$ cat src/rtl/meter_pkg.sv
// Shared types and defaults for the clock frequency meter.
//   meter_state_e : measurement FSM state encoding
//   GATE_1S       : one-second gate window at 100 MHz
//   CNT_W_DEF     : default edge counter / result width
package meter_pkg;

  typedef enum logic [1:0] {
    IDLE    = 2'd0,
    MEASURE = 2'd1,
    DONE    = 2'd2
  } meter_state_e;

  localparam int GATE_1S   = 100_000_000;
  localparam int CNT_W_DEF = 32;

endpackage

$ cat src/rtl/sync_edge_det.sv
// Brings an asynchronous pulse train into the fpga_clk domain and emits a
// one-cycle pulse per rising edge. The pulse appears 3 fpga_clk cycles after
// the input edge. Detection is held off until 3 cycles after reset release,
// so an input that is already high at reset does not produce a false edge.
//
// Ports:
//   fpga_clk : system clock
//   rst      : asynchronous active-low reset
//   sig_in   : asynchronous input signal
//   edge_det : one-cycle rising-edge pulse (already qualified by priming)
module sync_edge_det (
  input  logic fpga_clk,
  input  logic rst,
  input  logic sig_in,
  output logic edge_det
);

  logic       sync1;
  logic       sync2;
  logic       prev;
  logic       primed;
  logic [1:0] prime_cnt;

  always_ff @(posedge fpga_clk or negedge rst) begin
    if (!rst) begin
      sync1     <= 1'b0;
      sync2     <= 1'b0;
      prev      <= 1'b0;
      edge_det  <= 1'b0;
      primed    <= 1'b0;
      prime_cnt <= 2'd0;
    end else begin
      sync1    <= sig_in;
      sync2    <= sync1;
      prev     <= sync2;
      // primed is sampled before it sets, which masks the one spurious
      // sync2 & ~prev pulse seen when sig_in is high coming out of reset.
      edge_det <= primed & sync2 & ~prev;
      if (!primed) begin
        if (prime_cnt == 2'd2) begin
          primed <= 1'b1;
        end else begin
          prime_cnt <= prime_cnt + 2'd1;
        end
      end
    end
  end

endmodule

$ cat src/rtl/clk_freq_meter.sv
// Counts rising edges of a slow asynchronous signal over a gate window of
// GATE_CYCLES fpga_clk cycles and reports the count, a saturation flag and a
// tolerance check against EXP_CNT +/- TOL.
//
//   state   | meaning
//   --------+-----------------------------------------------------------
//   IDLE    | waiting for start or continuous
//   MEASURE | gate window running, edges accumulate (GATE_CYCLES cycles)
//   DONE    | one-cycle result publish, valid high, edges not counted
//
// Ports:
//   fpga_clk   : system clock
//   rst        : asynchronous active-low reset
//   sig_in     : signal under measurement (asynchronous)
//   start      : one-cycle request for a single window
//   continuous : repeat windows back-to-back while high
//   freq_cnt   : edge count of the last completed window
//   valid      : one-cycle pulse when results update
//   busy       : high while a window is in progress
//   overflow   : last window's count saturated
//   in_range   : last window's count within EXP_CNT +/- TOL
module clk_freq_meter
  import meter_pkg::*;
#(
  parameter int GATE_CYCLES = GATE_1S,
  parameter int CNT_W       = CNT_W_DEF,
  parameter int EXP_CNT     = 100,
  parameter int TOL         = 1
) (
  input  logic             fpga_clk,
  input  logic             rst,
  input  logic             sig_in,
  input  logic             start,
  input  logic             continuous,
  output logic [CNT_W-1:0] freq_cnt,
  output logic             valid,
  output logic             busy,
  output logic             overflow,
  output logic             in_range
);

  localparam int                       GW        = (GATE_CYCLES > 1) ? $clog2(GATE_CYCLES) : 1;
  localparam logic [GW-1:0]            GATE_LAST = GW'(GATE_CYCLES - 1);
  localparam logic [CNT_W-1:0]         CNT_MAX   = '1;
  localparam logic signed [CNT_W:0]    EXP_S     = (CNT_W+1)'(EXP_CNT);
  localparam logic signed [CNT_W:0]    TOL_S     = (CNT_W+1)'(TOL);

  meter_state_e        state_q, state_d;
  logic [GW-1:0]       gate_q, gate_d;
  logic [CNT_W-1:0]    edge_q, edge_d;
  logic                sat_q, sat_d;
  logic                load;
  logic                edge_pulse;
  logic signed [CNT_W:0] diff;
  logic signed [CNT_W:0] mag;
  logic                in_tol;

  sync_edge_det u_sync_edge_det (
    .fpga_clk (fpga_clk),
    .rst      (rst),
    .sig_in   (sig_in),
    .edge_det (edge_pulse)
  );

  always_comb begin
    state_d = state_q;
    gate_d  = gate_q;
    edge_d  = edge_q;
    sat_d   = sat_q;
    load    = 1'b0;
    case (state_q)
      IDLE: begin
        if (start || continuous) begin
          state_d = MEASURE;
          gate_d  = '0;
          edge_d  = '0;
          sat_d   = 1'b0;
        end
      end
      MEASURE: begin
        gate_d = gate_q + GW'(1);
        if (edge_pulse && (edge_q != CNT_MAX)) begin
          edge_d = edge_q + CNT_W'(1);
        end
        sat_d = sat_q | (edge_d == CNT_MAX);
        // Results are captured on the way into DONE so that they are
        // already visible in the cycle where valid is high, including any
        // edge that arrived on the final gate cycle.
        if (gate_q == GATE_LAST) begin
          state_d = DONE;
          load    = 1'b1;
        end
      end
      DONE: begin
        if (continuous) begin
          state_d = MEASURE;
          gate_d  = '0;
          edge_d  = '0;
          sat_d   = 1'b0;
        end else begin
          state_d = IDLE;
        end
      end
      default: begin
        state_d = IDLE;
      end
    endcase
  end

  // One extra bit keeps the signed difference free of wrap-around.
  always_comb begin
    diff   = $signed({1'b0, edge_d}) - EXP_S;
    mag    = diff[CNT_W] ? -diff : diff;
    in_tol = (mag <= TOL_S);
  end

  always_ff @(posedge fpga_clk or negedge rst) begin
    if (!rst) begin
      state_q  <= IDLE;
      gate_q   <= '0;
      edge_q   <= '0;
      sat_q    <= 1'b0;
      freq_cnt <= '0;
      overflow <= 1'b0;
      in_range <= 1'b0;
    end else begin
      state_q <= state_d;
      gate_q  <= gate_d;
      edge_q  <= edge_d;
      sat_q   <= sat_d;
      if (load) begin
        freq_cnt <= edge_d;
        overflow <= sat_d;
        in_range <= in_tol & ~sat_d;
      end
    end
  end

  assign valid = (state_q == DONE);
  assign busy  = (state_q == MEASURE);

endmodule

$ cat config.mk
export PLATFORM = sky130hd
export DESIGN_NAME = clk_freq_meter
export DESIGN_NICKNAME = d
export VERILOG_FILES = /design/src/rtl/meter_pkg.sv /design/src/rtl/sync_edge_det.sv /design/src/rtl/clk_freq_meter.sv
export SDC_FILE = /design/constraint.sdc
export NUM_CORES = 1
export LEC_CHECK = 0
export CORE_MARGIN = 2
export CORE_UTILIZATION = 45
export CTS_BUF_LIST = sky130_fd_sc_hd__clkbuf_8
export DETAILED_ROUTE_END_ITERATION = 10
export PLACE_DENSITY = 0.73
export SYNTH_ARGS = -nofsm -noshare
export SYNTH_HDL_FRONTEND = slang
export SYNTH_SLANG_ARGS = --single-unit
$ cat constraint.sdc
create_clock -name fpga_clk -period 3.5 [get_ports fpga_clk]
set_input_delay 0.7 -clock fpga_clk [delete_from_list [all_inputs] [get_ports fpga_clk]]
set_output_delay 0.7 -clock fpga_clk [all_outputs]
set_load 0.02 [all_outputs]
Word level (Yosys, flattened, before mapping)
Index checks and enable logic that the tools add are counted.
W data, S select, Z words.
{"block": "totals", "reg_bits": 103, "inputBits": 5, "output_inout_bits": 36, "elab_cells": 63}
{"block": "classes", "add_sub_neg": 5, "magnitude_cmp": 1, "n_eq_ne": 9, "muxes": 20, "bitwise_logic": 8, "reduce_logical": 7}
{"operator": "$mux W32", "n": 4}
{"operator": "$pmux W32 S3", "n": 1}
{"operator": "$pmux W27 S3", "n": 1}
{"operator": "$mux W27", "n": 2}
{"operator": "$le A33 B2 Y1 const B", "n": 1}
{"operator": "$mux W33", "n": 1}
{"operator": "$neg A33 Y33", "n": 1}
{"operator": "$sub A32 B7 Y33 const B", "n": 1}
{"operator": "$add A32 B1 Y32 const B", "n": 1}
{"operator": "$eq A32 B32 Y1 const B", "n": 1}
{"operator": "$ne A32 B32 Y1 const B", "n": 1}
{"operator": "$add A27 B1 Y27 const B", "n": 1}
{"operator": "$eq A27 B27 Y1 const B", "n": 1}
{"operator": "$mux W1", "n": 7}
{"operator": "$pmux W2 S3", "n": 1}
{"operator": "$eq A2 B2 Y1 const B", "n": 2}
{"operator": "$mux W2", "n": 2}
{"operator": "$ne A2 B2 Y1 const B", "n": 2}
{"operator": "$not A1 Y1", "n": 4}
{"operator": "$reduce_and A2 Y1", "n": 2}
{"operator": "$and A1 B1 Y1", "n": 3}
{"operator": "$pmux W1 S3", "n": 1}
{"operator": "$reduce_and A3 Y1", "n": 1}
{"operator": "$reduce_bool A3 Y1", "n": 1}
{"operator": "other kinds (7)", "n": 7}

Longest topological paths before layout
{"block": "depth", "ltp_word": 10, "depth_mapped": 16, "mapped_depth_nobuf": 15}

Cells and area by module
From an unflattened synthesis, not the netlist that was laid out.
{"block": "unflattened", "hier_cells": 742, "area_unflattened_um2": 6329.8}
{"module": "clk_freq_meter", "n_inst": 1, "cells_per_inst": 727, "area_each_um2": 6095.8, "seq_area_each_um2": 2402.3}
{"module": "sync_edge_det", "n_inst": 1, "cells_per_inst": 15, "area_each_um2": 234.0, "seq_area_each_um2": 175.2}

Worst setup path before layout
OpenSTA, ideal clock, no wires.
{"block": "synth_path", "kind": "reg2reg", "start": "register edge_q[0]", "end": "register in_range", "setup_ns": 0.076, "t_arrival_ns": 3.557, "required_time_ns": 3.424, "setup_slack_ns": -0.133, "stages_incl_launch_ff": 17, "path_buffers": 1, "synth_period_minus_slack_ns": 3.633, "path_cell_list": "dfrtp_1 -> ha_1 -> nand4_1 -> nor4_1 -> buf_2 -> a21oi_1 -> a311oi_1 -> inv_1 -> ha_1 -> o21ai_1 -> nand3_1 -> or3_1 -> o22ai_1 -> a22oi_1 -> nor4_1 -> a21oi_1 -> o21ai_1"}
{"block": "synth_via", "elab_chain_cells": 10, "word_cells_on_any_way": 17, "cone_classes": "3 x add/sub; 1 x order compare; 2 x eq/ne; 7 x mux; 3 x bitwise; 1 x reduce/logical"}
{"item": "from (decl)", "line": "clk_freq_meter.sv:50", "source": "logic [CNT_W-1:0] edge_q, edge_d;"}
{"item": "from (signal assigned)", "line": "clk_freq_meter.sv:129", "source": "edge_q <= edge_d;"}
{"item": "parallel branches: the longest is 2 deep, another holds $add A32 B1 Y32"}
{"item": "$mux W32 *", "line": "clk_freq_meter.sv:82", "source": "if (edge_pulse && (edge_q != CNT_MAX)) begin"}
{"item": "$mux W32 *", "line": "clk_freq_meter.sv:71", "source": "case (state_q)"}
{"item": "$pmux W32 S3 *", "line": "clk_freq_meter.sv:71"}
{"item": "via edge_d[3]", "line": "clk_freq_meter.sv:50"}
{"item": "$sub A32 B7 Y33 *", "line": "clk_freq_meter.sv:112", "source": "diff = $signed({1'b0, edge_d}) - EXP_S;"}
{"item": "$neg A33 Y33", "line": "clk_freq_meter.sv:113", "source": "mag = diff[CNT_W] ? -diff : diff;"}
{"item": "$mux W33 *", "line": "clk_freq_meter.sv:113"}
{"item": "$le A33 B2 Y1 *", "line": "clk_freq_meter.sv:114", "source": "in_tol = (mag <= TOL_S);"}
{"item": "$and A1 B1 Y1 *", "line": "clk_freq_meter.sv:134", "source": "in_range <= in_tol & ~sat_d;"}
{"item": "to (signal assigned)", "line": "clk_freq_meter.sv:134"}
{"item": "to (decl)", "line": "clk_freq_meter.sv:39", "source": "output logic in_range"}
Mark *: on every way through the listed nets, which the timed path passes. The select of a mux whose other input is x is not followed.
A chain may end at the register's enable or synchronous reset.

Worst setup path after layout
{"block": "layout_path", "start": "register edge_q[4]", "end": "register in_range"}
The elaborated chain is that of the path after synthesis.

==> flow_summary.json <==
{
  "worst_ep_arrival_time_ns": 3.84,
  "first_global_vias": 6410,
  "netlist_top_cells_area": "sky130_fd_sc_hd__dfrtp_1 41%, sky130_fd_sc_hd__nand2_1 4.7%, sky130_fd_sc_hd__xor2_1 3.6%",
  "worst_path_most_repeated_cell": "sky130_fd_sc_hd__buf_4",
  "rsz0062_at_grt": "yes",
  "top_delay_family_on_crit_path": "simple AND/OR/NAND/NOR gates",
  "h-tree-depth": 3,
  "synth-seq-cells": 103,
  "place.detailed.hpwl_um": 17700,
  "grt_first_pass_wirelength_um": 35800,
  "num_vias": 6521,
  "critical_path_buf_inv_count": 3,
  "routed_wl_um": 22900,
  "layout.cells.non_filler": 1092,
  "cpMaxStageDelayCell": "sky130_fd_sc_hd__dfrtp_1",
  "post-route-period-util_pct": 102,
  "grt_start_max_net_pins": 87,
  "violated_checks": "negative setup slack",
  "drv_slew": 0,
  "antenna_found_initial": 0,
  "maxClockFrequency_ghz": 0.281,
  "place.detailed.instances": 1072,
  "postRouteAntennaNets": 0,
  "layout-drive-gt1-share_pct": 30.2,
  "ys_async_sr_fraction_pct": 100,
  "netlist_area_um2": 6320,
  "area_growth_pct": 36.3,
  "netlist.top_cell.by_area": "sky130_fd_sc_hd__dfrtp_1",
  "remaining_drc_errors": 0,
  "whs_ns": 0.172,
  "ir_worst_vdd_v": 0.000405,
  "pwr_density_cell_nw_per_um2": 385,
  "startpoint_type": "flop",
  "hold_path_class": "in2async",
  "synth_top_area_share_pct": 40.8,
  "place.gp.congestion": 1.06,
  "final_period_minus_worst_setup_slack_ns": 3.56,
  "fill_cell_total_of_the_finished_layout": 1189,
  "critical_path_class": "reg2reg",
  "die_area_um2": 15000,
  "power.leakage_nw": 3.77,
  "rows": 43,
  "synth.yosys.warnings": 0,
  "run_status": "complete, but fails checks",
  "tns_ns": -0.0638,
  "synthFlopType": "sky130_fd_sc_hd__dfrtp_1",
  "number_of_buffers_added_on_ports": 40,
  "endpoint_kind": "flop",
  "dr.pass1.iters": 5,
  "tightest_slew_ns": 0.810,
  "clock_skew_ns": 0.0173,
  "floorplan.die.width_um": 123,
  "critical_path.max_stage_delay_ns": 0.52,
  "synth.lib_cells_used.distinct": 77,
  "syn-num-nets": 717,
  "total_congestion_overflow": 0,
  "core_um2": 13800,
  "cts.clk_slew.worst_paths_ns": 0.12,
  "vias_per_cell": 5.97,
  "io_pins": 41,
  "number_of_enable_type_register_cells_in_the_synthesized_netlist": 0,
  "synth_sequential_area_ratio_pct": 40.8,
  "final_net_count": 918,
  "final.setup.worst_slack_ns": -0.0638,
  "clk-insertion-delay-late_ns": 0.39,
  "grt_usage_pct": 31.8,
  "crit_path_max_fanout": 5,
  "timing.max_cap.violations": 0,
  "tritoncts": "built",
  "cts.sink_count": 103,
  "cts-root-buf": "sky130_fd_sc_hd__clkbuf_8",
  "die_height_um": 123,
  "crit_path_cell_trace": "buf_4, and4_1, buf_4, nand3_1, nor4_1, o21ai_1, nand4bb_1, buf_4, nor4_1, nand4_1, xor2_1, o211a_1, a21oi_1, o21ai_1",
  "route.detailed.wl_per_inst_um": 21.0,
  "syn-instance-count": 706,
  "cts.path.max_buffers": 2,
  "cts_buffers": 9,
  "diodes": 0,
  "cp.required_ns": 3.78,
  "effective_utilization_at_floorplan_pct": 45.7,
  "finalSetupViolations": 1,
  "syn_avg_cell_area_um2": 8.95,
  "timing.slew.headroom_pct": 45.8,
  "finalHoldViolations": 0,
  "drc_violation_total_after_the_first_tritonroute_iteration": 652
}
worst register-to-register path: stages, from the launching register on:
cell,delay [ns]
sky130_fd_sc_hd__dfrtp_1,0.52
sky130_fd_sc_hd__buf_4,0.19
sky130_fd_sc_hd__and4_1,0.34
sky130_fd_sc_hd__buf_4,0.18
sky130_fd_sc_hd__nand3_1,0.13
sky130_fd_sc_hd__nor4_1,0.35
sky130_fd_sc_hd__o21ai_1,0.14
sky130_fd_sc_hd__nand4bb_1,0.33
sky130_fd_sc_hd__buf_4,0.22
sky130_fd_sc_hd__nor4_1,0.26
sky130_fd_sc_hd__nand4_1,0.17
sky130_fd_sc_hd__xor2_1,0.18
sky130_fd_sc_hd__o211a_1,0.26
sky130_fd_sc_hd__a21oi_1,0.12
sky130_fd_sc_hd__o21ai_1,0.08
report_power, final:
part           leakage (nW)  internal, mW  switching (mW)
sequential             1.20          1.28           0.104
combinational          2.46         0.508           0.591
clock                 0.113         0.358           0.476
state kept, by name, summed over array words and instances (netlist names):
| name | flops |
|---|---|
| u_sync_edge_det.sync1 | 1 |
| in_range | 1 |
| u_sync_edge_det.prev | 1 |
| gate_q | 27 |
| u_sync_edge_det.sync2 | 1 |
| state_q | 2 |
| edge_q | 32 |
| overflow | 1 |
| u_sync_edge_det.edge_det | 1 |
| sat_q | 1 |
| freq_cnt | 32 |
| u_sync_edge_det.primed | 1 |
| u_sync_edge_det.prime_cnt | 2 |
worst paths after layout:
path | start | slack [ns] | cells past startpoint | end
hold reg to reg | u_sync_edge_det.sync1 | 0.36 | 0 | u_sync_edge_det.sync2
hold / removal | rst | 0.17 | 1 | freq_cnt[20]
max in group asynchronous | rst | 2.57 | 2 | edge_q[12]
setup / recovery | edge_q[4] | -0.06 | 14 | in_range
setup reg to reg | edge_q[4] | -0.06 | 14 | in_range
min in group fpga_clk | u_sync_edge_det.sync1 | 0.36 | 0 | u_sync_edge_det.sync2
metal layers:
layer / GRT usage, % / wire, um / vias to the layer above / share of wire (%)
met4: 12.4 / 814 / 0 / 3.6
met3: 7.62 / 1770 / 66 / 7.7
li1: - / - / 3016 / -
met5: 0 / 0 / - / 0
met2: 49.2 / 10400 / 264 / 46
met1: 43.0 / 9890 / 3175 / 43
metrics by stage:
step	area, um^2	util [%]	setup slack [ns]	power (mW)
after floorplan	6330	-	0.00680	1.88
after global placement	8210	59.4	-0.394	2.41
after detailed placement	8210	59.4	-0.553	2.42
after CTS	8570	62.0	0.00689	3.30
after global routing	8620	62.3	-0.186	3.48
final	8620	62.3	-0.0638	3.31
kinds of logic after synthesis:
logic type | share of synthesized area [%]
AO/OA/AOI/OAI | 15.6
XOR/XNOR | 6.37
adder cells (fa/ha/maj) | 1.19
buffers and inverters | 4.16
flip-flops | 40.8
multiplexers | 3.50
AND/OR/NAND/NOR | 28.4
synthesized netlist by cell type (all sizes together), types with 3 or more instances:
master / number
nor4b: 3
nand2: 79
nand2b: 6
or3: 10
a22o: 3
a32oi: 3
a311oi: 3
nor2: 61
xor2: 26
a22oi: 4
mux2i: 3
o21a: 5
and3: 12
a211oi: 9
and2: 8
o21ai: 39
nor3: 27
nand4: 29
inv: 22
a2111oi: 5
clkbuf: 22
nand3: 39
ha: 6
a21oi: 19
or2: 4
o211ai: 6
xnor2: 20
nand4b: 3
dfrtp: 103
or4: 6
nor4: 26
and4: 10
mux2: 17
a31oi: 12
buf: 18
o311a: 4
a41oi: 4
cell usage in the layout, fill, tap and decap left out, types with 19 or more instances in the layout:
cell / netlist / routed
sky130_fd_sc_hd__nand4_1: 24 / 24
sky130_fd_sc_hd__nor3_1: 27 / 26
sky130_fd_sc_hd__inv_1: 20 / 20
sky130_fd_sc_hd__nor2_1: 60 / 59
sky130_fd_sc_hd__nand3_1: 36 / 35
sky130_fd_sc_hd__dfrtp_1: 103 / 102
sky130_fd_sc_hd__xnor2_1: 20 / 19
sky130_fd_sc_hd__nor4_1: 23 / 21
sky130_fd_sc_hd__clkdlybuf4s50_1: 0 / 39
sky130_fd_sc_hd__buf_4: 1 / 187
sky130_fd_sc_hd__xor2_1: 26 / 26
sky130_fd_sc_hd__nand2_1: 79 / 79
sky130_fd_sc_hd__o21ai_0: 29 / 29
cell type report:
type                       count  area, um^2  share of cell area, %
timing repair buffer         230        1870                   21.6
clock inverter                 7        97.6                   1.13
multi-input combinational    541        3640                   42.3
inverter                      22        82.6                  0.958
sequential                   103        2580                   29.9
tap                          180         225                   2.61
clock buffer                   9         124                   1.44
timing repair:
action / 4_1_cts / 5_1_grt
pin swaps: 11 / 5
buffers inserted: 2 / 2
hold buffers: 0 / 0
endpoints found under the setup margin: 1 / 1
gates cloned: 0 / 0
gates resized for setup: 22 / 5
No activity file was read; power rests on OpenSTA's default activity.
